### src/rtl/lab_pkg.sv
// Shared types for the circle arc plotter: FSM states, octant slot numbering
// and the clear colour.
package lab_pkg;

  typedef enum logic [2:0] {
    IDLE,
    CLEAR,
    INIT,
    DRAW,
    DONE
  } state_e;

  typedef enum logic [2:0] {
    SLOT_0,
    SLOT_1,
    SLOT_2,
    SLOT_3,
    SLOT_4,
    SLOT_5,
    SLOT_6,
    SLOT_7
  } slot_e;

  localparam logic [31:0] BLACK = '0;

endpackage

### src/rtl/circle_octant_gen.sv
// Midpoint circle stepper: walks one octant, presenting one of the eight
// mirrored offsets per cycle and advancing the iteration in the slot-7 cycle.
module circle_octant_gen
  import lab_pkg::*;
#(
  parameter int RADIUS_W = 8,
  localparam int C_W = RADIUS_W + 3
) (
  input  logic                  clk,
  input  logic                  rst,
  input  logic                  load,
  input  logic                  step,
  input  logic [RADIUS_W-1:0]   radius,
  output slot_e                 slot,
  output logic signed [C_W-1:0] dx,
  output logic signed [C_W-1:0] dy,
  output logic                  last_iter
);

  localparam logic signed [C_W-1:0] ONE = C_W'(1);

  logic signed [C_W-1:0] ox, oy, crit;
  logic signed [C_W-1:0] ox_n, oy_n, crit_n;

  // crit <= 0 is tested as "negative or zero" to keep it a pure bit test
  always_comb begin
    oy_n = oy + ONE;
    if (crit[C_W-1] || crit == '0) begin
      ox_n   = ox;
      crit_n = crit + (oy_n <<< 1) + ONE;
    end else begin
      ox_n   = ox - ONE;
      crit_n = crit + ((oy_n - ox_n) <<< 1) + ONE;
    end
    last_iter = (slot == SLOT_7) && (oy_n > ox_n);
  end

  always_comb begin
    dx = '0;
    dy = '0;
    case (slot)
      SLOT_0: begin dx =  ox; dy =  oy; end
      SLOT_1: begin dx =  oy; dy =  ox; end
      SLOT_2: begin dx = -oy; dy =  ox; end
      SLOT_3: begin dx = -ox; dy =  oy; end
      SLOT_4: begin dx = -ox; dy = -oy; end
      SLOT_5: begin dx = -oy; dy = -ox; end
      SLOT_6: begin dx =  oy; dy = -ox; end
      SLOT_7: begin dx =  ox; dy = -oy; end
      default: begin dx = '0; dy = '0; end
    endcase
  end

  always_ff @(posedge clk) begin
    if (rst) begin
      ox   <= '0;
      oy   <= '0;
      crit <= '0;
      slot <= SLOT_0;
    end else if (load) begin
      ox   <= {3'b000, radius};
      oy   <= '0;
      crit <= ONE - {3'b000, radius};
      slot <= SLOT_0;
    end else if (step) begin
      slot <= slot_e'(slot + 3'd1);
      if (slot == SLOT_7) begin
        ox   <= ox_n;
        oy   <= oy_n;
        crit <= crit_n;
      end
    end
  end

endmodule

### src/rtl/circle_arc_plotter.sv
// Clipped circle / octant-arc drawer with optional full-screen clear; one pixel
// per cycle, Moore outputs, no backpressure (VGA sink always ready).
module circle_arc_plotter
  import lab_pkg::*;
#(
  parameter int SCREEN_W = 160,
  parameter int SCREEN_H = 120,
  parameter int COLOUR_W = 3,
  parameter int RADIUS_W = 8,
  localparam int X_W = $clog2(SCREEN_W),
  localparam int Y_W = $clog2(SCREEN_H)
) (
  input  logic                clk,
  input  logic                rst,
  input  logic                start,
  input  logic                skip_clear,
  input  logic [X_W-1:0]      centre_x,
  input  logic [Y_W-1:0]      centre_y,
  input  logic [RADIUS_W-1:0] radius,
  input  logic [COLOUR_W-1:0] colour,
  input  logic [7:0]          octant_mask,
  output logic                done,
  output logic [X_W-1:0]      vga_x,
  output logic [Y_W-1:0]      vga_y,
  output logic [COLOUR_W-1:0] vga_colour,
  output logic                vga_plot
);

  localparam int C_W = RADIUS_W + 3;
  localparam logic signed [C_W-1:0] W_S = C_W'(SCREEN_W);
  localparam logic signed [C_W-1:0] H_S = C_W'(SCREEN_H);

  state_e                state, state_nxt;
  logic [X_W-1:0]        cx_q, clr_x;
  logic [Y_W-1:0]        cy_q, clr_y;
  logic [RADIUS_W-1:0]   r_q;
  logic [COLOUR_W-1:0]   col_q;
  logic [7:0]            mask_q;
  logic                  clr_last, last_iter, on_screen;
  slot_e                 slot;
  logic signed [C_W-1:0] dx, dy, px, py;

  circle_octant_gen #(.RADIUS_W(RADIUS_W)) u_gen (
    .clk       (clk),
    .rst       (rst),
    .load      (state == INIT),
    .step      (state == DRAW),
    .radius    (r_q),
    .slot      (slot),
    .dx        (dx),
    .dy        (dy),
    .last_iter (last_iter)
  );

  assign clr_last = (clr_x == X_W'(SCREEN_W - 1)) && (clr_y == Y_W'(SCREEN_H - 1));

  // Full signed range is kept so off-screen points clip instead of wrapping
  assign px = $signed({{(C_W-X_W){1'b0}}, cx_q}) + dx;
  assign py = $signed({{(C_W-Y_W){1'b0}}, cy_q}) + dy;
  assign on_screen = !px[C_W-1] && (px < W_S) && !py[C_W-1] && (py < H_S);

  always_ff @(posedge clk) begin
    if (rst) begin
      state  <= IDLE;
      cx_q   <= '0;
      cy_q   <= '0;
      r_q    <= '0;
      col_q  <= '0;
      mask_q <= '0;
      clr_x  <= '0;
      clr_y  <= '0;
    end else begin
      state <= state_nxt;
      if (state == IDLE) begin
        clr_x <= '0;
        clr_y <= '0;
        if (start) begin
          cx_q   <= centre_x;
          cy_q   <= centre_y;
          r_q    <= radius;
          col_q  <= colour;
          mask_q <= octant_mask;
        end
      end else if (state == CLEAR) begin
        if (clr_y == Y_W'(SCREEN_H - 1)) begin
          clr_y <= '0;
          clr_x <= clr_x + X_W'(1);
        end else begin
          clr_y <= clr_y + Y_W'(1);
        end
      end
    end
  end

  always_comb begin
    state_nxt = state;
    case (state)
      IDLE:    if (start) state_nxt = skip_clear ? INIT : CLEAR;
      CLEAR:   if (clr_last) state_nxt = INIT;
      INIT:    state_nxt = DRAW;
      DRAW:    if (last_iter) state_nxt = DONE;
      DONE:    if (!start) state_nxt = IDLE;
      default: state_nxt = IDLE;
    endcase
  end

  always_comb begin
    done       = 1'b0;
    vga_x      = '0;
    vga_y      = '0;
    vga_colour = '0;
    vga_plot   = 1'b0;
    case (state)
      CLEAR: begin
        vga_x      = clr_x;
        vga_y      = clr_y;
        vga_colour = COLOUR_W'(BLACK);
        vga_plot   = 1'b1;
      end
      DRAW: begin
        vga_x      = px[X_W-1:0];
        vga_y      = py[Y_W-1:0];
        vga_colour = col_q;
        vga_plot   = mask_q[slot] && on_screen;
      end
      DONE:    done = 1'b1;
      default: ;
    endcase
  end

endmodule

### config.mk
export PLATFORM = sky130hd
export DESIGN_NAME = circle_arc_plotter
export DESIGN_NICKNAME = d
export VERILOG_FILES = /design/src/rtl/lab_pkg.sv /design/src/rtl/circle_octant_gen.sv /design/src/rtl/circle_arc_plotter.sv
export SDC_FILE = /design/constraint.sdc
export NUM_CORES = 1
export LEC_CHECK = 0
export CORE_MARGIN = 1.5
export CORE_UTILIZATION = 65
export CTS_BUF_LIST = sky130_fd_sc_hd__clkbuf_16
export DETAILED_ROUTE_END_ITERATION = 10
export GPL_TIMING_DRIVEN = 0
export PLACE_DENSITY = 0.85
export SYNTH_ARGS = -nofsm -noshare
export SYNTH_HDL_FRONTEND = slang
export SYNTH_SLANG_ARGS = --single-unit
### constraint.sdc
create_clock -name clk -period 9.3 [get_ports clk]
set_clock_uncertainty 0.15 [all_clocks]
set_input_delay 2.79 -clock clk [delete_from_list [all_inputs] [get_ports clk]]
set_output_delay 2.79 -clock clk [all_outputs]
set_load 0.05 [all_outputs]
==> results.py, run 1 <==
metrics = {
    "cts": {
        "cts_setup_buffers": 0,
        "numClockSinks": 88,
        "htree_levels": 3,
        "root_buffer": "clkbuf_16",
        "hold_buffers": 0,
        "cts_buffers": 9,
        "cts_resized": 0,
        "cts_tree": "yes",
        "cts_buffer_depth": 2,
        "clkTransAtPathRegs_ns": 0.06,
        "clk_latency_ns": 0.35,
    },
    "synthesis": {
        "seq_area_frac_synth_pct": 23.0,
        "yosysWarningCount": 0,
        "ys_seq_elements": 88,
        "synth_fp_nets": 1128,
        "avgSynthCellArea_um2": 7.56,
        "synth_cell_types": 77,
        "synth_top_flop_cell": "dfxtp_1",
        "syn_area_um2": 7660,
        "async_flop_share_pct": 0,
        "synth_edf_count": 0,
        "netlist_instances": 1013,
    },
    "status": {
        "status": "complete, no violations",
    },
    "timing": {
        "rsz0062_at_grt": "no",
        "worst_pin_slew_ns": 1.04,
        "setup_viol": 0,
        "max_freq_mhz": 114,
        "tns_ns": 0,
        "period_share_pct": 94.0,
        "hold_ws_ns": 0.308,
        "slew_violations": 0,
        "hold_viol_final": 0,
        "slew_headroom_pct": 30.4,
        "finalCriticalPeriod_ns": 8.74,
    },
    "power": {
        "p_leak_uw": 0.00359,
        "power_frac_comb_pct": 39.5,
        "p_clk_share_pct": 26.7,
        "intPower_uw": 772,
        "p_switching_uw": 504,
        "p_sw_share_pct": 39.5,
        "pwr-share-seq_pct": 33.8,
        "power_density_nw_per_um2": 147,
        "peakVddDrop_mv": 0.141,
        "p_total_uw": 1280,
    },
    "global_route": {
        "grt_pass1_vias": 7241,
        "grt_first_pass_wirelength_um": 36200,
        "grt_overflow_total": 0,
        "grt_start_max_net_pins": 16,
        "grt.total_usage_pct": 36.3,
        "antenna_found_initial": 0,
    },
    "route": {
        "ant_nets": 0,
        "via_count": 7669,
        "viasPerCell": 6.25,
        "drt_iter0_markers": 811,
        "drc": 0,
        "wl_per_cell_um": 17.8,
        "firstDrtPassIters": 8,
        "drt-total-wl_um": 21900,
    },
    "finish": {
        "finalNetCount": 1195,
        "fin_util_pct": 75.6,
        "layout_common_cells": "153 x nand2_1, 92 x a21oi_1, 88 x dfxtp_1",
        "final_common_cell": "nand2_1",
        "multiInputGateArea_um2": 5520,
        "drive_above_1_share_pct": 4.88,
        "diodes": 0,
        "syn2layout_area_growth_pct": 13.2,
        "fillers": 916,
        "seqCellArea_um2": 1760,
    },
    "place": {
        "place_congestion": 0.945,
        "hpwl_um": 17000,
        "numPortBuffers": 56,
    },
    "floorplanning": {
        "rows": 39,
        "start_util_pct": 66.8,
        "io_pins": 58,
        "core_area_um2": 11500,
        "die_area_um2": 12400,
        "die_width_um": 112,
        "die_y_um": 112,
    },
    "hold_path": {
        "holdCritPathClass": "flop to flop",
    },
    "critical_path": {
        "crit_type": "flop to output pin",
        "cp-start-kind": "flop",
        "crit_required_ns": 6.36,
        "cp_data_arrival_time_ns": 5.80,
        "endpoint_kind": "output pin",
        "cp_max_fo": 10,
    },
    "job": {
        "drv_cap": 0,
    },
}
[cells in the mapped netlist, drive strengths merged (6+ instances only)]
master  number  area share [%]
nand2      153             7.5
a21oi       92             6.0
dfxtp       88              23
nor2        87             4.3
ha          72              12
o21ai       50             3.3
xor2        50             5.7
xnor2       46             5.3
clkbuf      45             2.2
inv         33             1.6
nand3       33             2.2
nor3        26             1.9
buf         14             1.1
o211ai      12             1.2
or3         12            0.98
a211oi      11             1.1
a22o        11             1.3
nor2b       11            0.90
a31oi       10            0.82
nor4        10             1.1
o21a        10            0.98
o31ai       10            0.98
a21o         9            0.88
mux2i        9             1.2
nand4        9            0.74
a221oi       8             1.0
and3         8            0.65
nand2b       7            0.57
or2          6            0.49
or4          6            0.64
[cell type report]
class	instances	area share, %
timing repair buffer	56	6.46
buffer	59	2.89
clock inverter	7	0.548
inverter	33	1.43
clock buffer	9	2.60
tap	143	2.06
multi-input combinational	833	63.7
sequential	88	20.3
[flip-flops by register name, summed over array words and instances, names as in the netlist]
signal / cells
clr_x: 8
clr_y: 7
col_q: 3
cx_q: 8
cy_q: 7
mask_q: 8
r_q: 8
state: 3
u_gen.crit: 11
u_gen.ox: 11
u_gen.oy: 11
u_gen.slot: 3
[final timing paths]
path	start	end	slack [ns]	depth (start not counted)
worst max register to register	u_gen.crit[1]$_SDFFE_PP0P_	state[2]$_SDFFE_PP0P_	4.75	14
worst max-delay path	u_gen.slot[2]$_SDFFE_PP0P_	vga_plot	0.56	20
worst min register to register	col_q[2]$_SDFFE_PP0P_	col_q[2]$_SDFFE_PP0P_	0.31	2
worst min-delay path	col_q[2]$_SDFFE_PP0P_	col_q[2]$_SDFFE_PP0P_	0.31	2
[metrics by stage]
stage,area (µm²),instances,setup WS [ns]
after detailed placement,8400,1212,1.01
after floorplan,7660,1013,2.02
after global placement,8400,1212,1.05
final,8670,1228,0.561
after global routing,8670,1228,0.146
after CTS,8670,1228,0.609
[cell families after synthesis]
family	synth area share [%]
simple gates	23.4
compound gates	22.3
xor+xnor	11.0
buf+inv	4.88
flops	23.0
fa+ha+maj	13.1
mux	2.35
[per-layer routing]
metal	wire length, µm	track usage, %	vias up
met4	550	13.2	0
met1	9670	50.7	3491
met2	9330	56.0	374
met5	0	0	-
li1	-	-	3756
met3	2340	7.02	48
[worst max-delay path, cell delays in order (launching register included)]
cell	delay, ns
dfxtp_1	0.36
buf_6	0.14
clkbuf_1	0.36
inv_1	0.15
ha_1	0.23
or3_1	0.37
clkbuf_1	0.16
nor2_1	0.55
o21ai_0	0.19
o31ai_1	0.10
a221o_1	0.18
ha_1	0.26
nor2b_1	0.14
o21ai_0	0.14
nand2b_1	0.13
a41oi_1	0.28
o311ai_0	0.22
o311a_1	0.42
a41oi_1	0.29
nor3_2	0.07
clkdlybuf4s50_1	0.70
[power by group through the flow]
stage	registers [µW]	logic [µW]	clock network, µW
after detailed placement	438	484	0
after CTS	429	492	339
after global placement	437	479	0
after global routing	433	557	357
after floorplan	427	359	0
final	431	503	341
Note: power is estimated with default switching activity, not from simulation.
==> inputs of run 2 (changes only) <==
--- a/config.mk
+++ b/config.mk
@@ -5,9 +5,12 @@
 export SDC_FILE = /design/constraint.sdc
 export NUM_CORES = 1
 export LEC_CHECK = 0
+export CELL_PAD_IN_SITES_DETAIL_PLACEMENT = 2
+export CELL_PAD_IN_SITES_GLOBAL_PLACEMENT = 2
 export CORE_MARGIN = 1.5
-export CORE_UTILIZATION = 65
+export CORE_UTILIZATION = 38
 export CTS_BUF_LIST = sky130_fd_sc_hd__clkbuf_16
+export CTS_CLUSTER_DIAMETER = 80
 export DETAILED_ROUTE_END_ITERATION = 10
 export GPL_TIMING_DRIVEN = 0
 export PLACE_DENSITY = 0.85
==> results.py, run 2 (synthesis results as in run 1) <==
metrics = {
    "floorplanning": {
        "die_y_um": 145,
        "core_area_um2": 19600,
        "io_pins": 58,
        "die_area_um2": 21000,
        "start_util_pct": 39.1,
        "rows": 51,
        "die_width_um": 145,
    },
    "route": {
        "drt_iter0_markers": 538,
        "wl_per_cell_um": 22.5,
        "viasPerCell": 5.92,
        "firstDrtPassIters": 5,
        "drt-total-wl_um": 30300,
        "ant_nets": 0,
        "drc": 0,
        "via_count": 7982,
    },
    "timing": {
        "hold_viol_final": 0,
        "period_share_pct": 96.3,
        "setup_viol": 0,
        "rsz0062_at_grt": "no",
        "max_freq_mhz": 112,
        "slew_headroom_pct": 38.8,
        "finalCriticalPeriod_ns": 8.96,
        "slew_violations": 0,
        "tns_ns": 0,
        "hold_ws_ns": 0.310,
        "worst_pin_slew_ns": 0.906,
    },
    "cts": {
        "cts_buffer_depth": 2,
        "cts_resized": 0,
        "clkTransAtPathRegs_ns": 0.08,
        "clk_latency_ns": 0.36,
        "numClockSinks": 88,
        "cts_setup_buffers": 0,
        "cts_tree": "yes",
        "hold_buffers": 0,
        "cts_buffers": 9,
        "root_buffer": "clkbuf_16",
        "htree_levels": 3,
    },
    "critical_path": {
        "reg2regPathDepth": 14,
        "cp-endpoint": "vga_plot",
        "cp_max_fo": 8,
        "reg2reg_slack_ns": 4.62,
        "endpoint_kind": "output pin",
        "cp-start-kind": "flop",
        "cp-startpoint": "u_gen.slot[0]$_SDFFE_PP0P_",
        "crit_required_ns": 6.36,
        "cp_data_arrival_time_ns": 6.02,
        "timing.rr.end": "state[2]$_SDFFE_PP0P_",
        "crit_type": "flop to output pin",
        "worstReg2RegStart": "u_gen.crit[1]$_SDFFE_PP0P_",
    },
    "power": {
        "power_frac_comb_pct": 40.5,
        "peakVddDrop_mv": 0.0913,
        "p_sw_share_pct": 42.7,
        "p_leak_uw": 0.00360,
        "pwr-share-seq_pct": 31.5,
        "power_density_nw_per_um2": 155,
        "intPower_uw": 783,
        "p_total_uw": 1370,
        "p_clk_share_pct": 28.0,
        "p_switching_uw": 584,
    },
    "hold_path": {
        "holdCritPathClass": "flop to flop",
        "min_from": "col_q[1]$_SDFFE_PP0P_",
    },
    "global_route": {
        "antenna_found_initial": 0,
        "grt_pass1_vias": 8564,
        "grt_overflow_total": 0,
        "grt.total_usage_pct": 28.9,
        "grt_start_max_net_pins": 19,
        "grt_first_pass_wirelength_um": 48100,
    },
    "finish": {
        "top_regs": "u_gen.crit (11), u_gen.ox (11), u_gen.oy (11)",
        "multiInputGateArea_um2": 5530,
        "finalNetCount": 1194,
        "final_common_cell": "nand2_1",
        "seqCellArea_um2": 1760,
        "drive_above_1_share_pct": 5.17,
        "layout_common_cells": "153 x nand2_1, 92 x a21oi_1, 88 x dfxtp_1",
        "diodes": 0,
        "syn2layout_area_growth_pct": 15.5,
        "fillers": 2349,
    },
    "place": {
        "numPortBuffers": 56,
        "place_congestion": 0.869,
        "hpwl_um": 23600,
    },
    "job": {
        "drv_cap": 0,
    },
    "status": {
        "status": "complete, no violations",
    },
}
## run 2: worst min-delay path by stage
stage                             end  slack, ns  depth (start not counted)
6_report        col_q[1]$_SDFFE_PP0P_       0.31                          2
5_1_grt         col_q[1]$_SDFFE_PP0P_       0.34                          2
4_1_cts        mask_q[0]$_SDFFE_PP0P_       0.32                          2
3_5_place_dp   mask_q[0]$_SDFFE_PP0P_       0.31                          2
3_3_place_gp    col_q[0]$_SDFFE_PP0P_       0.29                          2
2_1_floorplan   col_q[0]$_SDFFE_PP0P_       0.28                          2
## run 2: cell type report
class / count / share of cell area, %
clock buffer: 9 / 2.55
tap: 265 / 3.75
inverter: 33 / 1.40
timing repair buffer: 56 / 6.34
clock inverter: 7 / 0.806
buffer: 58 / 2.79
multi-input combinational: 833 / 62.5
sequential: 88 / 19.9
## run 2: power by group through the flow
stage | logic [µW] | clock network (µW) | registers (µW)
2_1_floorplan | 359 | 0 | 427
3_3_place_gp | 514 | 0 | 437
3_5_place_dp | 535 | 0 | 439
4_1_cts | 545 | 386 | 431
5_1_grt | 599 | 399 | 434
6_report | 553 | 382 | 431
## run 2: critical path: stages (launching register included)
cell and delay [ns]:
dfxtp_1 0.61, ha_1 0.36, ha_1 0.40, or3_1 0.16
clkbuf_1 0.27, nor2_2 0.17, o21ai_0 0.20, o31ai_1 0.10
a221o_1 0.36, ha_1 0.35, nor2b_1 0.16, o21ai_0 0.17
nand2b_1 0.15, a41oi_1 0.29, o311ai_0 0.34, o311a_1 0.44
a41oi_1 0.33, nor3_2 0.09, clkdlybuf4s50_1 0.71
## run 2: metal layers
layer | part of all wire, % | global-route usage [%] | vias to the layer above | wire length [µm]
li1 | - | - | 3741 | -
met5 | 0 | 0 | - | 0
met2 | 49 | 50.6 | 178 | 14800
met4 | 1.7 | 6.80 | 0 | 528
met1 | 46 | 38.0 | 4025 | 13900
met3 | 3.4 | 2.92 | 38 | 1040
## run 2: through the flow
| step | area, µm² | utilization, % | setup slack (ns) | std cells |
|---|---|---|---|---|
| floorplan | 7660 | - | 2.02 | 1013 |
| global placement | 8550 | 43.6 | 0.725 | 1334 |
| detailed placement | 8550 | 43.6 | 0.520 | 1334 |
| CTS | 8850 | 45.2 | 0.121 | 1350 |
| global route | 8850 | 45.2 | 0.112 | 1349 |
| finish | 8850 | 45.2 | 0.342 | 1349 |
==> inputs of run 3 (changes only) <==
--- a/config.mk
+++ b/config.mk
@@ -7,13 +7,15 @@
 export LEC_CHECK = 0
 export CELL_PAD_IN_SITES_DETAIL_PLACEMENT = 2
 export CELL_PAD_IN_SITES_GLOBAL_PLACEMENT = 2
+export CORE_ASPECT_RATIO = 0.75
 export CORE_MARGIN = 1.5
-export CORE_UTILIZATION = 38
+export CORE_UTILIZATION = 41
 export CTS_BUF_LIST = sky130_fd_sc_hd__clkbuf_16
 export CTS_CLUSTER_DIAMETER = 80
 export DETAILED_ROUTE_END_ITERATION = 10
+export DONT_BUFFER_PORTS = 1
 export GPL_TIMING_DRIVEN = 0
-export PLACE_DENSITY = 0.85
+export PLACE_DENSITY = 0.84
 export SYNTH_ARGS = -nofsm -noshare
 export SYNTH_HDL_FRONTEND = slang
 export SYNTH_SLANG_ARGS = --single-unit
==> results.py, run 3 (synthesis results as in run 1) <==
metrics = {
    "critical_path": {
        "crit_required_ns": 6.36,
        "critPathBufInv": 4,
        "cp_max_fo": 10,
        "reg2reg_slack_ns": 4.62,
        "worstReg2RegStart": "u_gen.crit[1]$_SDFFE_PP0P_",
        "critPathMaxStageDelay_ns": 0.71,
        "timing.rr.end": "state[2]$_SDFFE_PP0P_",
        "crit_slowest_cell": "nor3_2",
        "path_cells": "buf_6, clkbuf_1, inv_1, ha_1, or3_1, clkbuf_1, nor2_1, o21ai_0, o31ai_1, a221o_1, ha_1, nor2b_1, o21ai_0, nand2b_1, a2111o_1, o311ai_0, o311a_1, a41oi_1, nor3_2",
        "path_depth": 19,
        "critical-path-top-delay-family": "simple AND/OR/NAND/NOR gates",
        "endpoint_kind": "output pin",
        "reg2regPathDepth": 14,
        "crit_type": "flop to output pin",
        "cp-start-kind": "flop",
        "cp-startpoint": "u_gen.slot[2]$_SDFFE_PP0P_",
        "cp_data_arrival_time_ns": 5.62,
        "cp-endpoint": "vga_plot",
    },
    "cts": {
        "htree_levels": 3,
        "numClockSinks": 88,
        "cts_resized": 0,
        "cts_setup_buffers": 0,
        "cts_buffer_depth": 2,
        "clk_latency_ns": 0.37,
        "cts_tree": "yes",
        "root_buffer": "clkbuf_16",
        "clkTransAtPathRegs_ns": 0.07,
        "hold_buffers": 0,
        "cts_buffers": 9,
    },
    "route": {
        "wl_per_cell_um": 24.3,
        "firstDrtPassIters": 5,
        "drc": 0,
        "viasPerCell": 6.21,
        "drt_iter0_markers": 618,
        "drt-total-wl_um": 31100,
        "via_count": 7930,
        "ant_nets": 0,
    },
    "floorplanning": {
        "die_y_um": 121,
        "die_area_um2": 19500,
        "start_util_pct": 41.6,
        "die_width_um": 161,
        "rows": 43,
        "io_pins": 58,
        "core_area_um2": 18400,
    },
    "finish": {
        "layout_common_cells": "153 x nand2_1, 92 x a21oi_1, 88 x dfxtp_1",
        "finalNetCount": 1139,
        "syn2layout_area_growth_pct": 7.81,
        "top_regs": "u_gen.crit (11), u_gen.ox (11), u_gen.oy (11)",
        "fin_util_pct": 44.9,
        "final_common_cell": "nand2_1",
        "drive_above_1_share_pct": 5.44,
        "fillers": 2174,
        "diodes": 0,
    },
    "global_route": {
        "grt_pass1_vias": 8126,
        "grt_start_max_net_pins": 18,
        "grt_overflow_total": 0,
        "grt.total_usage_pct": 32.2,
        "antenna_found_initial": 1,
        "grt_first_pass_wirelength_um": 48000,
    },
    "timing": {
        "period_share_pct": 92.0,
        "rsz0062_at_grt": "no",
        "finalCriticalPeriod_ns": 8.56,
        "hold_ws_ns": 0.313,
        "tns_ns": 0,
        "setup_viol": 0,
        "max_freq_mhz": 117,
        "hold_viol_final": 0,
        "slew_violations": 0,
        "worst_pin_slew_ns": 1.22,
        "slew_headroom_pct": 17.8,
    },
    "power": {
        "peakVddDrop_mv": 0.0800,
        "power_density_nw_per_um2": 162,
        "p_total_uw": 1340,
        "p_leak_uw": 0.00339,
    },
    "place": {
        "place_congestion": 0.843,
        "numPortBuffers": 0,
        "hpwl_um": 23800,
    },
    "job": {
        "drv_cap": 0,
    },
    "hold_path": {
        "holdCritPathClass": "flop to flop",
    },
    "status": {
        "status": "complete, no violations",
    },
}
-- run 3: worst min-delay path by stage --
stage,slack (ns),from,to,depth (start not counted)
after global placement,0.29,col_q[1]$_SDFFE_PP0P_,col_q[1]$_SDFFE_PP0P_,2
after detailed placement,0.30,col_q[0]$_SDFFE_PP0P_,col_q[0]$_SDFFE_PP0P_,2
final,0.31,col_q[0]$_SDFFE_PP0P_,col_q[0]$_SDFFE_PP0P_,2
after CTS,0.31,col_q[0]$_SDFFE_PP0P_,col_q[0]$_SDFFE_PP0P_,2
after floorplan,0.28,col_q[0]$_SDFFE_PP0P_,col_q[0]$_SDFFE_PP0P_,2
after global routing,0.33,col_q[1]$_SDFFE_PP0P_,col_q[1]$_SDFFE_PP0P_,2
-- run 3: tightest hold or removal path: stages, from the launching register on --
cell and delay, ns:
dfxtp_1 0.31, nand2_1 0.05, a21oi_1 0.05
-- run 3: report_power, final --
part / leakage (µW) / internal, µW / switching [µW] / total [µW]
clock: 0.000139 / 186 / 187 / 374
combinational: 0.00254 / 175 / 354 / 528
sequential: 0.000715 / 401 / 33.8 / 435
total: 0.00339 / 762 / 575 / 1340
-- run 3: layer usage --
metal / up-vias / global-route usage [%] / share of wire (%)
met1: 3986 / 46.8 / 49
li1: 3643 / - / -
met4: 0 / 8.97 / 2.1
met5: - / 0 / 0
met3: 50 / 5.09 / 6.3
met2: 251 / 49.1 / 42
-- run 3: through the flow --
stage	worst slack [ns]	std cells	area, µm²
floorplan	2.02	1013	7660
global placement	1.29	1260	7970
detailed placement	1.29	1260	7970
CTS	0.850	1276	8260
global route	0.384	1276	8260
finish	0.745	1276	8260
-- run 3: area by class of cell --
type                            count  area [µm²]  share of cell area, %
Multi-Input combinational cell    833        5530                   66.9
Sequential cell                    88        1760                   21.3
Tap cell                          247         309                   3.74
Buffer                             59         250                   3.03
Clock buffer                        9         225                   2.73
Inverter                           33         124                   1.50
Clock inverter                      7        58.8                  0.712
